[src/rtl/vga_pkg.sv]
// Shared VGA timing and framebuffer constants.
// Used by VGAController and the pixel fetch stage.
package vga_pkg;

    localparam int H_ACTIVE    = 640;
    localparam int V_ACTIVE    = 480;
    localparam int SCALE_SHIFT = 2;
    localparam int FB_W        = H_ACTIVE >> SCALE_SHIFT;
    localparam int FB_H        = V_ACTIVE >> SCALE_SHIFT;
    localparam int ADDR_W      = 16;
    localparam int OFF_W       = ADDR_W - 1;
    localparam int PIX_W       = 4;
    localparam int COL_W       = 12;
    localparam int PAL_N       = 1 << PIX_W;
    localparam int PIX_LAT     = 3;

    // FB_W = 160 = 128 + 32
    localparam int FB_W_SH_HI  = 7;
    localparam int FB_W_SH_LO  = 5;

    typedef enum logic {
        SWAP_IDLE,
        SWAP_PENDING
    } swap_state_e;

    function automatic logic [OFF_W-1:0] fb_offset(
        input logic [OFF_W-1:0] row,
        input logic [OFF_W-1:0] col
    );
        return (row << FB_W_SH_HI) + (row << FB_W_SH_LO) + col;
    endfunction

endpackage

[src/rtl/vga_palette_ram.sv]
// 16-entry colour palette: one write port, one registered read port.
// Resets to a greyscale ramp; a lookup gated off returns black.
import vga_pkg::*;

module vga_palette_ram (
    input  logic             clk_i,
    input  logic             rst_i,
    input  logic             we_i,
    input  logic [PIX_W-1:0] waddr_i,
    input  logic [COL_W-1:0] wdata_i,
    input  logic             re_i,
    input  logic [PIX_W-1:0] raddr_i,
    output logic [COL_W-1:0] rdata_o
);

    logic [COL_W-1:0] mem_q [PAL_N];
    logic [COL_W-1:0] rdata_q;

    always_ff @(posedge clk_i or posedge rst_i) begin
        if (rst_i) begin
            for (int i = 0; i < PAL_N; i++) begin
                mem_q[i] <= {3{PIX_W'(i)}};
            end
        end else if (we_i) begin
            mem_q[waddr_i] <= wdata_i;
        end
    end

    // Reads the pre-write contents on a same-cycle write of that entry
    always_ff @(posedge clk_i or posedge rst_i) begin
        if (rst_i) begin
            rdata_q <= '0;
        end else begin
            rdata_q <= re_i ? mem_q[raddr_i] : '0;
        end
    end

    assign rdata_o = rdata_q;

endmodule

[src/rtl/vga_pixel_fetch.sv]
// Framebuffer fetch, palette lookup, sync alignment and vblank buffer swap.
import vga_pkg::*;

module vga_pixel_fetch (
    input  logic              block_clk_i,
    input  logic              rst_i,
    input  logic [9:0]        h_count_i,
    input  logic [9:0]        v_count_i,
    input  logic              video_on_i,
    input  logic              h_sync_i,
    input  logic              v_sync_i,
    output logic [ADDR_W-1:0] fb_addr_o,
    input  logic [PIX_W-1:0]  fb_data_i,
    input  logic              pal_we_i,
    input  logic [3:0]        pal_addr_i,
    input  logic [COL_W-1:0]  pal_data_i,
    input  logic              swap_req_i,
    output logic              swap_ack_o,
    output logic              disp_buf_o,
    output logic [COL_W-1:0]  rgb_o,
    output logic              h_sync_o,
    output logic              v_sync_o
);

    logic [OFF_W-1:0]  row, col, off;
    logic [ADDR_W-1:0] addr_q;
    logic [PIX_LAT-1:0] hs_q, vs_q;
    logic [1:0]        von_q;

    swap_state_e state_q, state_d;
    logic        disp_buf_q, disp_buf_d;
    logic        ack_q, ack_d;
    logic        boundary, apply;

    assign row = OFF_W'(v_count_i >> SCALE_SHIFT);
    assign col = OFF_W'(h_count_i >> SCALE_SHIFT);
    assign off = fb_offset(row, col);

    always_ff @(posedge block_clk_i or posedge rst_i) begin
        if (rst_i) begin
            addr_q <= '0;
            von_q  <= '0;
            hs_q   <= '1;
            vs_q   <= '1;
        end else begin
            addr_q <= video_on_i ? {disp_buf_q, off} : '0;
            von_q  <= {von_q[0], video_on_i};
            hs_q   <= {hs_q[PIX_LAT-2:0], h_sync_i};
            vs_q   <= {vs_q[PIX_LAT-2:0], v_sync_i};
        end
    end

    // fb_data_i lags addr_q by one cycle, matching von_q[1]
    vga_palette_ram u_pal (
        .clk_i   (block_clk_i),
        .rst_i   (rst_i),
        .we_i    (pal_we_i),
        .waddr_i (pal_addr_i),
        .wdata_i (pal_data_i),
        .re_i    (von_q[1]),
        .raddr_i (fb_data_i),
        .rdata_o (rgb_o)
    );

    assign boundary = (v_count_i == 10'(V_ACTIVE)) && (h_count_i == '0);

    always_ff @(posedge block_clk_i or posedge rst_i) begin
        if (rst_i) begin
            state_q    <= SWAP_IDLE;
            disp_buf_q <= 1'b0;
            ack_q      <= 1'b0;
        end else begin
            state_q    <= state_d;
            disp_buf_q <= disp_buf_d;
            ack_q      <= ack_d;
        end
    end

    always_comb begin
        state_d = state_q;
        unique case (state_q)
            SWAP_IDLE:    if (swap_req_i) state_d = SWAP_PENDING;
            SWAP_PENDING: if (boundary)   state_d = SWAP_IDLE;
        endcase
    end

    // A request landing on the boundary itself only arms the next frame
    always_comb begin
        apply      = (state_q == SWAP_PENDING) && boundary;
        disp_buf_d = disp_buf_q ^ apply;
        ack_d      = apply;
    end

    assign fb_addr_o  = addr_q;
    assign swap_ack_o = ack_q;
    assign disp_buf_o = disp_buf_q;
    assign h_sync_o   = hs_q[PIX_LAT-1];
    assign v_sync_o   = vs_q[PIX_LAT-1];

endmodule

[config.mk]
export PLATFORM = sky130hd
export DESIGN_NAME = vga_pixel_fetch
export DESIGN_NICKNAME = d
export VERILOG_FILES = /design/src/rtl/vga_pkg.sv /design/src/rtl/vga_palette_ram.sv /design/src/rtl/vga_pixel_fetch.sv
export SDC_FILE = /design/constraint.sdc
export NUM_CORES = 1
export LEC_CHECK = 0
export CORE_ASPECT_RATIO = 0.75
export CORE_MARGIN = 4
export CORE_UTILIZATION = 50
export DETAILED_ROUTE_END_ITERATION = 7
export PLACE_DENSITY = 0.78
export SETUP_SLACK_MARGIN = 0.02
export SLEW_MARGIN = 20
export SYNTH_ARGS = -nofsm -noshare
export SYNTH_HDL_FRONTEND = slang
export SYNTH_SLANG_ARGS = --single-unit
[constraint.sdc]
create_clock -name block_clk_i -period 7.7 [get_ports block_clk_i]
set_clock_uncertainty 0.2 [all_clocks]
set_input_delay 1.54 -clock block_clk_i [delete_from_list [all_inputs] [get_ports block_clk_i]]
set_output_delay 1.54 -clock block_clk_i [all_outputs]
set_load 0.01 [all_outputs]
==> metrics.csv, run 1 <==
stage,metric,value,unit
clock_tree,cts_tree,done,
logic_synthesis,synth_top_cells_by_area,"dfrtp_1, dfstp_2, mux2_2, mux4_2, mux2i_1",
global_route,grt_max_degree,207,
critical_path,cp.required,7.93,ns
final_layout,drive_gt1_share,46.13,%
power,p_sw,824.4,uW
logic_synthesis,synth_top_area_share,30.50,%
timing,fin_crit_sh,48.59,%
final_layout,area_delta_synth_final,16.70,%
logic_synthesis,netlist_area,10580,um^2
critical_path,start_kind,input pin,
clock_tree,cts-root-buf,clkbuf_16,
final_layout,fin_util,60.27,%
power,clock_power_share,34.1,%
logic_synthesis,ys_ff_latch,231,
logic_synthesis,syn_nets,781,
placed_design,dp_hpwl,15.09,mm
placed_design,dp.cells,1039,
run,cap_violations,0,
placed_design,place.gp.congestion,0.8206,
global_route,grt_first_pass_wirelength,39.23,mm
floorplan,die_x,176,um
power,p_seq_share,49.1,%
critical_path,cpMostUsedCell,inv_1,
critical_path,cp_cell_sequence,clkdlybuf4s50_1 -> inv_1 -> fa_1 -> inv_1 -> ha_1 -> a211oi_1 -> o21ai_0 -> a21o_1 -> a21oi_1,
clock_tree,clk_latency,0.51,ns
logic_synthesis,synth_cell_type_count,43,
detailed_routing,dr.pass1.iters,7,
critical_path,path_buf_inv,3,
logic_synthesis,netlist_instances,717,
critical_path,crit_fanout,3,
power,ir_worst_vdd,0.1693,mV
worst_hold_path,hold_path.class,reg -> reg,
detailed_routing,via_per_inst,5.931,
floorplan,io_pins,79,
final_layout,n_fill_cell,1508,
critical_path,end_kind,flop,
global_route,grt_pass1_vias,7105,
status,status,"finished, final reports clean",
power,swShare,24.07,%
power,comb_power_share,16.8,%
logic_synthesis,ys_warn_count,0,
detailed_routing,ant_nets,0,
timing,whs,0.1487,ns
floorplan,die_area,23580,um^2
floorplan,core,20490,um^2
clock_tree,cts_hold_buf,0,
clock_tree,postCtsSetupBuffers,0,
critical_path,reg2reg_slack,5.89,ns
final_layout,design_area,12350,um^2
critical_path,slowest_stage,fa_1,
final_layout,antennaDiodeCount,0,
detailed_routing,drt-total-wl,24.42,mm
critical_path,critPathTopFamily,compound AO/OA/AOI/OAI gates,
floorplan,fp.dieH,134,um
clock_tree,cts.sinks,231,
clock_tree,numCtsBuffers,24,
global_route,grtUsageTotal,21.10,%
timing,max_freq,0.2673,GHz
timing,hold_viol,0,
placed_design,post_dp_cell_area,11520,um^2
detailed_routing,drt_iter0_markers,505,
clock_tree,postCtsResizedCells,0,
logic_synthesis,synth.avg_cell_area,14.76,um^2
global_route,globalRoute.totalOverflow,0,
clock_tree,cts_buffer_depth,3,
logic_synthesis,yosysTopAreaCell,dfrtp_1,
logic_synthesis,synth_edf_count,0,
power,leakage,5.178,nW
logic_synthesis,synthArstFlopShare,100.0,%
final_layout,fin_nets,848,
clock_tree,cts.reportedPaths.clkPinSlew,0.06,ns
power,p_per_area,277.2,nW/um^2
timing,period_needed,3.742,ns
floorplan,start_util,51.64,%
timing,report.final.slew_viol_count,0,
power,internal_power,2.600,mW
detailed_routing,vias,6429,
timing,rsz0062_at_grt,no,
logic_synthesis,synth_ff_type,dfrtp_1,
timing,tns,0,ns
timing,maxSlewHeadroom,24.62,%
critical_path,arrival,3.97,ns
critical_path,worst_path_largest_cell_delay,0.58,ns
timing,setup_viol_count_final,0,
detailed_routing,wl_per_cell,22.52,um
clock_tree,htree_num_levels,1,
floorplan,core.rowCount,45,
final_layout,fin_cells,1084,
detailed_routing,route.detailed.drc,0,
global_route,antenna_found_initial,0,
timing,worst_pin_slew,1.128,ns
logic_synthesis,yosysSeqAreaShare,55.82,%
placed_design,place.port_buffers,78,
critical_path,path_class,in -> reg,
==> layout make-up <==
| cell class | count | area [um^2] | share of cell area (%) |
|---|---|---|---|
| inverter | 14 | 56.30 | 0.4558 |
| clock inverter | 7 | 91.34 | 0.7395 |
| tap | 282 | 352.8 | 2.857 |
| multi-input combinational | 425 | 4347 | 35.19 |
| timing repair buffer | 88 | 885.9 | 7.172 |
| clock buffer | 37 | 710.7 | 5.754 |
| sequential | 231 | 5908 | 47.83 |
==> path summary, 6_finish.rpt <==
| kind | cells after the start | to | start |
|---|---|---|---|
| min in group asynchronous | 2 | fb_addr_o[0] | rst_i |
| setup / recovery | 9 | fb_addr_o[13] | v_count_i[2] |
| max in group asynchronous | 4 | u_pal.mem_q[113] | rst_i |
| hold reg to reg | 0 | von_q[1] | von_q[0] |
| setup reg to reg | 4 | u_pal.rdata_o[10] | von_q[1] |
| hold / removal | 0 | von_q[1] | von_q[0] |
==> logic make-up after synthesis <==
family                   Yosys count  share of synthesized area [%]
multiplexers                     259                          30.49
flip-flops                       231                          55.82
AND/OR/NAND/NOR                   85                          4.220
AO/OA/AOI/OAI                     62                          3.948
buffers and inverters             61                          3.204
adder cells (fa/ha/maj)           17                          2.152
XOR/XNOR                           2                         0.1655
==> cells in the mapped netlist (6+ instances only) <==
cell type and instances:
ha_1 15, a22oi_1 18, mux2i_1 37, mux2_2 189, inv_1 14, nand2b_1 11, dfstp_2 102, buf_2 19
o21ai_0 18, a221oi_1 10, dfrtp_1 129, and2_1 8, nand2_1 17, mux4_2 25, nor4_1 6, clkbuf_1 20
nor2_1 22
==> power groups by stage <==
stage               Sequential (mW)  Clock (mW)  Combinational (mW)
global placement               1.67           0               0.547
floorplan                      1.66           0               0.422
CTS                            1.68        1.19               0.579
global route                   1.71        1.25               0.629
detailed placement             1.69           0               0.575
finish                         1.68        1.17               0.576
==> state kept, by name, indices dropped and copies added, names as in the netlist <==
register       cells
u_pal.mem_q      192
fb_addr_o         16
u_pal.rdata_o     12
hs_q               3
vs_q               3
von_q              2
disp_buf_o         1
state_q            1
swap_ack_o         1
==> per-stage QoR <==
stage / power (mW) / worst slack, ns
after floorplan: 2.080 / 3.021
after global placement: 2.216 / 3.580
after detailed placement: 2.270 / 3.486
after CTS: 3.451 / 3.998
after global routing: 3.586 / 3.828
final: 3.425 / 3.958
==> cells in the final DEF, fill, tap and decap left out, types with 4 or more instances in the layout <==
cell type / count
nand2b_1: 11
clkbuf_8: 4
nand2_1: 17
nand3_1: 4
a21oi_1: 4
dfrtp_1: 129
inv_1: 13
a22oi_1: 18
nor2_2: 4
dfstp_2: 102
nor2_1: 18
clkbuf_1: 8
mux4_2: 25
nor4_1: 6
mux2i_1: 37
ha_1: 15
and2_1: 8
mux4_1: 5
o21ai_0: 18
a221oi_1: 10
mux2_2: 189
clkdlybuf4s50_1: 77
buf_4: 9
clkbuf_16: 25
==> routing by layer <==
layer | track usage (%) | up-vias | share of wire (%)
met3 | 4.283 | 41 | 5.2
met2 | 34.41 | 196 | 49
li1 | - | 2772 | -
met5 | 0 | - | 0
met1 | 29.07 | 3420 | 44
met4 | 6.147 | 0 | 2.3
(Power assumes the default switching activity.)
==> inputs of run 2 (changes only) <==
clock period = 3.1 ns   (was 7.7 ns; I/O delays follow)
==> run 2 against run 1 <==
  * Final cell count grew 2.8%
  * Highest routed layer unchanged
  * Via count grew 0.82%
  * Sequential power up 150%
  * Largest cell class unchanged
==> metrics.csv, run 2 (synthesis gave the netlist of run 1 again) <==
stage,metric,value,unit
global_route,grt_first_pass_wirelength,40.62,mm
global_route,grtUsageTotal,21.84,%
final_layout,largest_reg_flops,192,
clock_tree,cts_buffer_depth,3,
timing,fin_crit_sh,89.90,%
power,p_per_area,667.2,nW/um^2
critical_path,cp.required,3.28,ns
floorplan,io_pins,79,
timing,period_needed,2.787,ns
floorplan,start_util,51.64,%
final_layout,fin_nets,879,
timing,max_freq,0.3588,GHz
clock_tree,cts.sinks,231,
detailed_routing,wl_per_cell,22.57,um
floorplan,core.rowCount,45,
detailed_routing,vias,6482,
global_route,antenna_found_initial,0,
global_route,globalRoute.totalOverflow,0,
placed_design,place.gp.congestion,0.8400,
final_layout,drive_gt1_share,47.48,%
worst_hold_path,hold_path.class,reg -> reg,
floorplan,die_area,23580,um^2
final_layout,layout_commonest_cell,mux2_2,
detailed_routing,ant_nets,0,
run,cap_violations,0,
final_layout,fin_util,61.19,%
critical_path,crit_fanout,4,
clock_tree,postCtsSetupBuffers,0,
floorplan,die_x,176,um
timing,rsz0062_at_grt,no,
placed_design,dp.cells,1071,
clock_tree,cts-root-buf,clkbuf_16,
placed_design,dp_hpwl,16.85,mm
power,p_total,8.367,mW
clock_tree,htree_num_levels,1,
clock_tree,cts_tree,done,
timing,setup_viol_count_final,0,
final_layout,fin_cells,1114,
status,status,"finished, final reports clean",
critical_path,start_kind,input pin,
timing,worst_pin_slew,1.017,ns
clock_tree,numCtsBuffers,24,
final_layout,antennaDiodeCount,0,
clock_tree,cts_hold_buf,0,
critical_path,path_class,in -> reg,
floorplan,core,20490,um^2
detailed_routing,route.detailed.drc,0,
clock_tree,clk_latency,0.50,ns
global_route,grt_pass1_vias,7185,
detailed_routing,drt-total-wl,25.14,mm
clock_tree,postCtsResizedCells,0,
final_layout,regMostFlops,u_pal.mem_q,
final_layout,area_delta_synth_final,18.49,%
power,leakage,5.311,nW
timing,maxSlewHeadroom,32.09,%
critical_path,end_kind,flop,
detailed_routing,via_per_inst,5.819,
placed_design,place.port_buffers,78,
power,ir_worst_vdd,0.3814,mV
timing,report.final.slew_viol_count,0,
global_route,grt_max_degree,125,
floorplan,fp.dieH,134,um
final_layout,final_cell_mix,"mux2_2, dfrtp_1, dfstp_2",
detailed_routing,dr.pass1.iters,5,
clock_tree,cts.reportedPaths.clkPinSlew,0.06,ns
critical_path,reg2reg_slack,1.32,ns
timing,hold_viol,0,
final_layout,n_fill_cell,1560,
detailed_routing,drt_iter0_markers,464,
critical_path,arrival,2.97,ns
## run 2: changes by cell type in the layout (fill, tap and decap cells not counted), sizes merged
cell,before,now
inv,14,13
buf,11,42
bufinv,2,0
clkbuf,37,39
## run 2: through the flow
stage | setup slack [ns] | setup TNS [ns] | hold slack (ns) | cell area, um^2
floorplan | -0.6587 | -84.97 | 0.1312 | 10590
global placement | -0.08336 | -0.1722 | 0.1371 | 11790
detailed placement | -0.1601 | -0.4836 | 0.1379 | 11790
CTS | 0.3460 | 0 | 0.1517 | 12540
global route | 0.1604 | 0 | 0.1606 | 12540
finish | 0.3131 | 0 | 0.1501 | 12540
## run 2: path summary, 6_finish.rpt
| path | startpoint | depth (start not counted) | end |
|---|---|---|---|
| setup / recovery | v_count_i[2] | 8 | fb_addr_o[14] |
| hold / removal | von_q[0] | 0 | von_q[1] |
| setup reg to reg | von_q[1] | 4 | u_pal.rdata_o[9] |
| hold reg to reg | von_q[0] | 0 | von_q[1] |
| max in group asynchronous | rst_i | 3 | u_pal.mem_q[187] |
| min in group asynchronous | rst_i | 3 | fb_addr_o[0] |
## run 2: critical path: stages
cell and delay, ns:
clkdlybuf4s50_1 0.49, inv_1 0.08, fa_1 0.51, fa_1 0.46
nand2b_1 0.18, a21oi_1 0.31, o22ai_1 0.18, mux2i_1 0.15
## run 2: routing by layer
metal / up-vias / GRT usage (%) / routed length [um]
li1: 2826 / - / -
met1: 3448 / 31.19 / 11320
met2: 162 / 35.16 / 12070
met3: 46 / 3.945 / 1161
met4: 0 / 5.368 / 589
met5: - / 0 / 0
## run 2: final cells by class
| type | count | area [um^2] | area share [%] |
|---|---|---|---|
| clock inverter | 4 | 22.52 | 0.1796 |
| inverter | 14 | 56.30 | 0.4490 |
| clock buffer | 39 | 728.2 | 5.807 |
| tap | 282 | 352.8 | 2.814 |
| timing repair buffer | 119 | 1136 | 9.059 |
| sequential | 231 | 5908 | 47.11 |
| multi-input combinational | 425 | 4337 | 34.58 |
## run 2: power by group
group	switching [mW]	internal, mW
logic	0.592	0.873
clock network	1.13	1.60
registers	0.317	3.86
==> inputs of run 3 (changes only) <==
CTS_CLUSTER_DIAMETER = 60   (was unset)
GPL_ROUTABILITY_DRIVEN = 1   (was unset)
SLEW_MARGIN = 0   (was 20)
==> results of run 3 <==
No change in the layout: final DEF, timing and power equal those of run 2.
